`config.mk`:
```
export PLATFORM = sky130hd
export DESIGN_NAME = anabellek_getir_yanitlayici
export DESIGN_NICKNAME = d
export VERILOG_FILES = /design/src/rtl/anabellek_getir_yanitlayici.sv
export SDC_FILE = /design/constraint.sdc
export NUM_CORES = 1
export LEC_CHECK = 0
export CAP_MARGIN = 40
export CORE_MARGIN = 2
export CORE_UTILIZATION = 35
export DETAILED_ROUTE_END_ITERATION = 10
export HOLD_SLACK_MARGIN = 0.15
export SLEW_MARGIN = 25
export SYNTH_ARGS = -nofsm -noshare
export SYNTH_HDL_FRONTEND = slang
export SYNTH_SLANG_ARGS = --single-unit
```
`constraint.sdc`:
```
create_clock -name clk_i -period 2.8 [get_ports clk_i]
set_input_delay 0.84 -clock clk_i [delete_from_list [all_inputs] [get_ports clk_i]]
set_output_delay 0.84 -clock clk_i [all_outputs]
set_load 0.02 [all_outputs]
```
`src/rtl/anabellek_getir_yanitlayici.sv`:
```
// rtl/anabellek_getir_yanitlayici.sv - block-read responder between the fetch stage and a word-wide RAM
// Optional feature macro: ANABELLEK_SON_OBEK_EN (one-entry last-block buffer).
module anabellek_getir_yanitlayici #(
  parameter int KELIME_SAYISI = 4
) (
  input  logic                       clk_i,
  input  logic                       rst_i,
  input  logic                       getir_asamasi_istek_i,
  input  logic [31:0]                getir_adres_i,
  input  logic                       getir_oku_i,
  input  logic                       getir_iptal_i,
  output logic                       anabellek_musait_o,
  output logic                       getir_asamasina_veri_hazir_o,
  output logic [32*KELIME_SAYISI-1:0] okunan_obek_o,
  output logic                       ram_istek_o,
  output logic [31:0]                ram_adres_o,
  input  logic                       ram_gecerli_i,
  input  logic [31:0]                ram_veri_i
);

  localparam int KW = $clog2(KELIME_SAYISI);
  localparam logic [31:0] OFS_MASKE = 32'(4 * KELIME_SAYISI - 1);

  typedef enum logic [1:0] {BOSTA, OKU, HAZIR} durum_t;

  durum_t                      durum_q, durum_d;
  logic [KW-1:0]               k_q, k_d;
  logic [31:0]                 taban_q, taban_d;
  logic [32*KELIME_SAYISI-1:0] obek_q, obek_d;

  logic        istek_kabul;
  logic [31:0] istek_taban;
  logic        son_kelime;

  assign istek_kabul = getir_asamasi_istek_i & getir_oku_i & ~getir_iptal_i;
  assign istek_taban = getir_adres_i & ~OFS_MASKE;
  assign son_kelime  = (k_q == KW'(KELIME_SAYISI - 1));

`ifdef ANABELLEK_SON_OBEK_EN
  logic                        son_gecerli_q;
  logic [31:0]                 son_etiket_q;
  logic [32*KELIME_SAYISI-1:0] son_veri_q;
  logic                        son_isabet;

  assign son_isabet = son_gecerli_q && (son_etiket_q == istek_taban);

  // HAZIR is only reached with a complete, unflushed block, so it is always safe to store.
  always_ff @(posedge clk_i or negedge rst_i) begin
    if (!rst_i) begin
      son_gecerli_q <= 1'b0;
      son_etiket_q  <= '0;
      son_veri_q    <= '0;
    end else if (durum_q == HAZIR) begin
      son_gecerli_q <= 1'b1;
      son_etiket_q  <= taban_q;
      son_veri_q    <= obek_q;
    end
  end
`endif

  always_ff @(posedge clk_i or negedge rst_i) begin
    if (!rst_i) begin
      durum_q <= BOSTA;
      k_q     <= '0;
      taban_q <= '0;
      obek_q  <= '0;
    end else begin
      durum_q <= durum_d;
      k_q     <= k_d;
      taban_q <= taban_d;
      obek_q  <= obek_d;
    end
  end

  always_comb begin
    durum_d = durum_q;
    k_d     = k_q;
    taban_d = taban_q;
    obek_d  = obek_q;
    case (durum_q)
      BOSTA: begin
        if (istek_kabul) begin
          taban_d = istek_taban;
          k_d     = '0;
`ifdef ANABELLEK_SON_OBEK_EN
          if (son_isabet) begin
            durum_d = HAZIR;
            obek_d  = son_veri_q;
          end else begin
            durum_d = OKU;
          end
`else
          durum_d = OKU;
`endif
        end
      end
      OKU: begin
        if (ram_gecerli_i) begin
          for (int i = 0; i < KELIME_SAYISI; i++) begin
            if (k_q == KW'(i)) obek_d[32*i +: 32] = ram_veri_i;
          end
          k_d = k_q + KW'(1);
          // A flush still keeps the word that arrived with it, but never reaches HAZIR.
          if (getir_iptal_i)   durum_d = BOSTA;
          else if (son_kelime) durum_d = HAZIR;
        end else if (getir_iptal_i) begin
          durum_d = BOSTA;
        end
      end
      HAZIR:   durum_d = BOSTA;
      default: durum_d = BOSTA;
    endcase
  end

  assign anabellek_musait_o           = (durum_q == BOSTA);
  assign getir_asamasina_veri_hazir_o = (durum_q == HAZIR);
  assign ram_istek_o                  = (durum_q == OKU);
  assign ram_adres_o                  = (durum_q == OKU) ? (taban_q + {{(30-KW){1'b0}}, k_q, 2'b00}) : 32'h0;
  assign okunan_obek_o                = obek_q;

endmodule

```
; After elaboration in Yosys (flattened, before gate mapping)
; Index checks and enable logic that the tools add are counted.
[word_totals]
elab_cells = 41
regBits = 160
[classes]
n_addsub = 2
n_eq_ne = 9
muxes = 10
n_reduce_logical = 10
bitwise = 3
[op_table]
columns = operator, n
row1 = adder 32 x 4 -> 32 bit, 1
row2 = 2-to-1 mux 32 bit, 1
row3 = AND reduction 3 bit, 6
row4 = 2-to-1 mux 2 bit, 7
row5 = one-hot mux 2 bit (2 select lines), 2
row6 = equality test 2 bit (second input constant), 3
row7 = != test 3 x 2 -> 1 bit (second input constant), 2
row8 = equality test 2 x 1 -> 1 bit (second input constant), 2
row9 = zero test 2 bit, 2
row10 = != test 2 x 1 -> 1 bit (second input constant), 2
row11 = adder 2 x 1 -> 2 bit (second input constant), 1
row12 = AND 1 bit, 2
row13 = AND reduction 2 bit, 1
row14 = nonzero test 2 bit, 1
row15 = inverter 1 bit, 1

; Depth between registers and ports, before layout
[logic_depth]
depth_word = 5
mapped_depth = 5
depth_no_buf = 4

; Worst setup path before layout
; OpenSTA, ideal clock, no wires.
[synth_timing]
kind = flip-flop to output port
from = register durum_q[1]
to = output ram_adres_o[10]
arrival_time_ns = 1.411
n_path_buf = 2
path_stages_with_launch = 5
setup_slack_ns = 0.549
required_ns = 1.960
path_cell_list = dfrtp_1 -> and2b_1 -> buf_4 -> clkbuf_1 -> and2_1
[synth_via]
elab_chain_cells = 2
[synth_lines]
columns = element, line_no
row1 = "start, declared", 26  ; durum_t durum_q, durum_d;
row2 = "start signal, assigned", 68  ; durum_q <= durum_d;
row3 = equality test 2 x 1 -> 1 bit, --
row4 = named net ram_istek_o, 15  ; output logic ram_istek_o,
row5 = 2-to-1 mux 32 bit, 118  ; assign ram_adres_o = (durum_q == OKU) ? (taban_q + {{(30-KW){1'b0}}, k_q, 2'b00}) : 32'h0;
row6 = "end, declared", 16  ; output logic [31:0] ram_adres_o,
; The timed path passes the listed nets, and every way through them passes these cells.

; Worst setup path in the final report
[layout_timing]
from = register durum_q[1]
to = output ram_adres_o[3]
[layout_via]
elab_chain_cells = 2
[layout_lines]
columns = element, line_no
row1 = equality test 2 x 1 -> 1 bit, 118
row2 = 2-to-1 mux 32 bit, 118
; Every way passes these cells.

==> metrics.csv <==
stage,metric,value,unit
run_status,outcome,"complete, no violations",
finish,synthesis_to_finish_area_growth,48.5,%
floorplan,design.portCount,233,
clock_network,cts_root_buf,sky130_fd_sc_hd__clkbuf_16,
floorplan,initial_utilization,35.5,%
route,number_of_vias_after_detailed_routing,4084,
yosys,synth.area.top_cells,"sky130_fd_sc_hd__dfrtp_1 (60%), sky130_fd_sc_hd__mux2_4 (18%), sky130_fd_sc_hd__mux2_2 (10%)",
yosys,synth_xor_area_share,0,%
sta,skew,0.00848,ns
yosys,synth_area_leader_cell,sky130_fd_sc_hd__dfrtp_1,
setup_path,worst_ep_arrival_time,1.77,ns
finish,share_of_post_route_cells_with_drive_strength_above_1,29.8,%
placement,place.gp.congestion,0.720,
sta,fin_worst_hold_slack,0.352,ns
yosys,synth_mux_area_share,31.0,%
yosys,synth_adder_area_share,0.755,%
setup_path,max_stage_delay,0.40,ns
finish,register_area,4000,um2
setup_path,required,1.96,ns
yosys,ys_seq_elements,160,
yosys,post-synth-top-area-fraction,60.4,%
yosys,seq_area_frac_synth,60.4,%
setup_path,cell_type_group_with_the_largest_total_delay_on_the_critical_path,buffers and inverters,
clock_network,tritoncts_num_sinks,160,
floorplan,die_height,142,um
yosys,synthesis.instances,394,
yosys,mappedNetlistArea,6630,um2
clock_network,htree_num_levels,4,
finish,n_fill_cell,1569,
yosys,largest_family_of_logic_cells_by_synthesized_area,multiplexers,
route,avgRoutedWirePerCell,18.1,um
route,detail_route.vias_per_cell,4.65,
flow_run,cap_viol_max_count,0,
placement,portBuffers,226,
grt,global_route.usage.total,16.6,%
pwr,cellLeakagePower,4.74,nW
setup_path,worstPathBufferInverterCount,2,
setup_path,crit_path_cell_trace,"and2b_1, buf_6, and2_1, dlygate4sd2_1",
route,first_pass_iters,4,
sta,setup-tns-final,0,ns
grt,maximum_number_of_pins_on_one_net_before_global_route_repair,47,
clock_network,tritoncts,built,
setup_path,reg2reg_setup_slack,1.08,ns
floorplan,rows,50,
clock_network,post-cts-setup-buffers,0,
sta,period_minus_slack,2.61,ns
sta,slew_viol_final,0,
min_path,worst_hold_path_type,in2async,
route,drt_drc_violations_left,0,
clock_network,clk-insertion-delay-late,0.42,ns
grt,antenna_found_initial,0,
floorplan,fp.coreArea,18600,um2
yosys,yosys.area_share.simple,4.55,%
clock_network,clk_pin_slew,0.07,ns
sta,timing.final.setup_violations,0,
floorplan,design.die.area,20000,um2
grt,grt_first_pass_wirelength,25500,um
clock_network,number_of_buffers_inserted_during_clock_tree_synthesis,17,
finish,antenna_cells_inserted,0,
sta,timing.slew.headroom,66.2,%
sta,tightest_slew,0.506,ns
grt,global_route.overflow_total,0,
setup_path,end_kind,primary output,
route,detail_route.iter0.violations,126,
yosys,syn_area_per_cell,16.8,um2
placement,dp_hpwl,11200,um
pwr,cellPowerDensity,1000,nW/um2
setup_path,start_kind,register,
setup_path,crit_path_top_delay_cell,sky130_fd_sc_hd__dfrtp_1,
finish,nets,706,
sta,max_clock_freq,383,MHz
sta,timing.final.hold_violations,0,
route,drt_wl_total,15900,um
finish,multi_input_area,2440,um2
yosys,synth_compound_gate_area_share,0.340,%
setup_path,crit_path_max_fanout,23,
yosys,yosys_warnings,0,
floorplan,chipWidth,142,um
setup_path,timing.setup.critical_path_class,reg2out,
sta,period_share,93.2,%
pwr,vdd_drop_max,0.496,mV
route,ant_nets,0,
sta,grt_setup_unrepaired,false,
grt,first_global_vias,4486,
yosys,yosysUniqueCellTypes,23,
clock_network,cts-root-to-sink-buffers,2,
## power by group
part / total [mW] / internal (mW) / switching, mW
Sequential: 3.57 / 3.11 / 0.452
Combinational: 3.83 / 2.16 / 1.68
Clock: 2.45 / 1.47 / 0.978
Total: 9.85 / 6.74 / 3.11
## registers in the layout, indices dropped and copies added, names as in the netlist
register       cells
durum_q            2
k_q                2
taban_q           28
okunan_obek_o    128
## through the flow
step	power, mW	area (um2)	cells	worst slack, ns	utilization (%)
2_1_floorplan	5.54	6630	395	0.549	-
5_1_grt	10.3	9840	879	0.0686	52.8
3_5_place_dp	7.50	9250	847	0.203	49.6
6_report	9.85	9840	879	0.191	52.8
3_3_place_gp	7.43	9250	847	0.239	49.6
4_1_cts	9.98	9840	879	0.0375	52.8
## layout make-up
cell class              count  area share (%)
multi-input cells         210            24.8
clock inverters            13            1.77
flip-flops and latches    160            40.7
repair buffers            241            25.1
well taps                 234            2.98
inverters                   2          0.0763
clock buffers              19            4.60
## placed cells by master, fill, tap and decap left out, drive strengths merged, types with 2 or more instances in the layout
cell type      count
nand2              2
and2              30
clkinv             3
o21ai              2
clkdlybuf4s50    194
conb               2
dfrtp            160
bufinv             3
dlygate4sd2       30
clkbuf            19
buf               16
nor2               2
ha                 4
inv                7
clkinvlp           2
nand3              6
mux2             156
## routing by layer
metal	global-route usage, %	up-vias	wire (um)
met4	5.00	0	198
met5	0	-	0
met3	6.07	13	1070
met2	28.0	127	8020
met1	19.9	2110	6660
li1	-	1834	-
## kinds of logic after synthesis
group	Yosys count
flip-flops	160
buffers and inverters	25
other	1
AND/OR/NAND/NOR	44
multiplexers	156
adder cells (fa/ha/maj)	4
AO/OA/AOI/OAI	4
## synth_stat cells
| master | count |
|---|---|
| sky130_fd_sc_hd__a21o_1 | 1 |
| sky130_fd_sc_hd__a21oi_1 | 1 |
| sky130_fd_sc_hd__and2_1 | 30 |
| sky130_fd_sc_hd__and2b_1 | 1 |
| sky130_fd_sc_hd__and4b_1 | 1 |
| sky130_fd_sc_hd__buf_2 | 5 |
| sky130_fd_sc_hd__buf_4 | 6 |
| sky130_fd_sc_hd__buf_6 | 9 |
| sky130_fd_sc_hd__clkbuf_1 | 3 |
| sky130_fd_sc_hd__conb_1 | 1 |
| sky130_fd_sc_hd__dfrtp_1 | 160 |
| sky130_fd_sc_hd__ha_1 | 4 |
| sky130_fd_sc_hd__inv_1 | 2 |
| sky130_fd_sc_hd__mux2_1 | 16 |
| sky130_fd_sc_hd__mux2_2 | 61 |
| sky130_fd_sc_hd__mux2_4 | 79 |
| sky130_fd_sc_hd__nand2_1 | 2 |
| sky130_fd_sc_hd__nand3_1 | 3 |
| sky130_fd_sc_hd__nand3_4 | 3 |
| sky130_fd_sc_hd__nand3b_1 | 1 |
| sky130_fd_sc_hd__nor2_1 | 2 |
| sky130_fd_sc_hd__nor2b_1 | 1 |
| sky130_fd_sc_hd__o21ai_0 | 2 |
## worst register-to-register path: cells and delay by family, from the launching register on
family / cells / cell delay, ns
buf+inv: 2 / 0.45
simple gates: 2 / 0.43
mux: 1 / 0.31
flops: 1 / 0.40
## path summary, 6_finish.rpt
path                                         startpoint                            end  cells after the start
max in group asynchronous                         rst_i  okunan_obek_o[96]$_DFFE_PN0P_                      2
worst max-delay path             durum_q[1]$_DFFE_PN0P_                 ram_adres_o[3]                      4
min in group clk_i              taban_q[26]$_DFFE_PN0P_        taban_q[26]$_DFFE_PN0P_                      1
worst min-delay path                              rst_i        taban_q[19]$_DFFE_PN0P_                      1
worst max register to register   durum_q[1]$_DFFE_PN0P_   okunan_obek_o[0]$_DFFE_PN0P_                      5
worst min register to register  taban_q[26]$_DFFE_PN0P_        taban_q[26]$_DFFE_PN0P_                      1
## what timing repair did
item | in CTS | in global routing
resized for setup | 31 | 1
hold buffers | 0 | 0
setup endpoints to repair | 30 | 1
pin swaps | 0 | 0
Power figures use the tool's default switching activity.
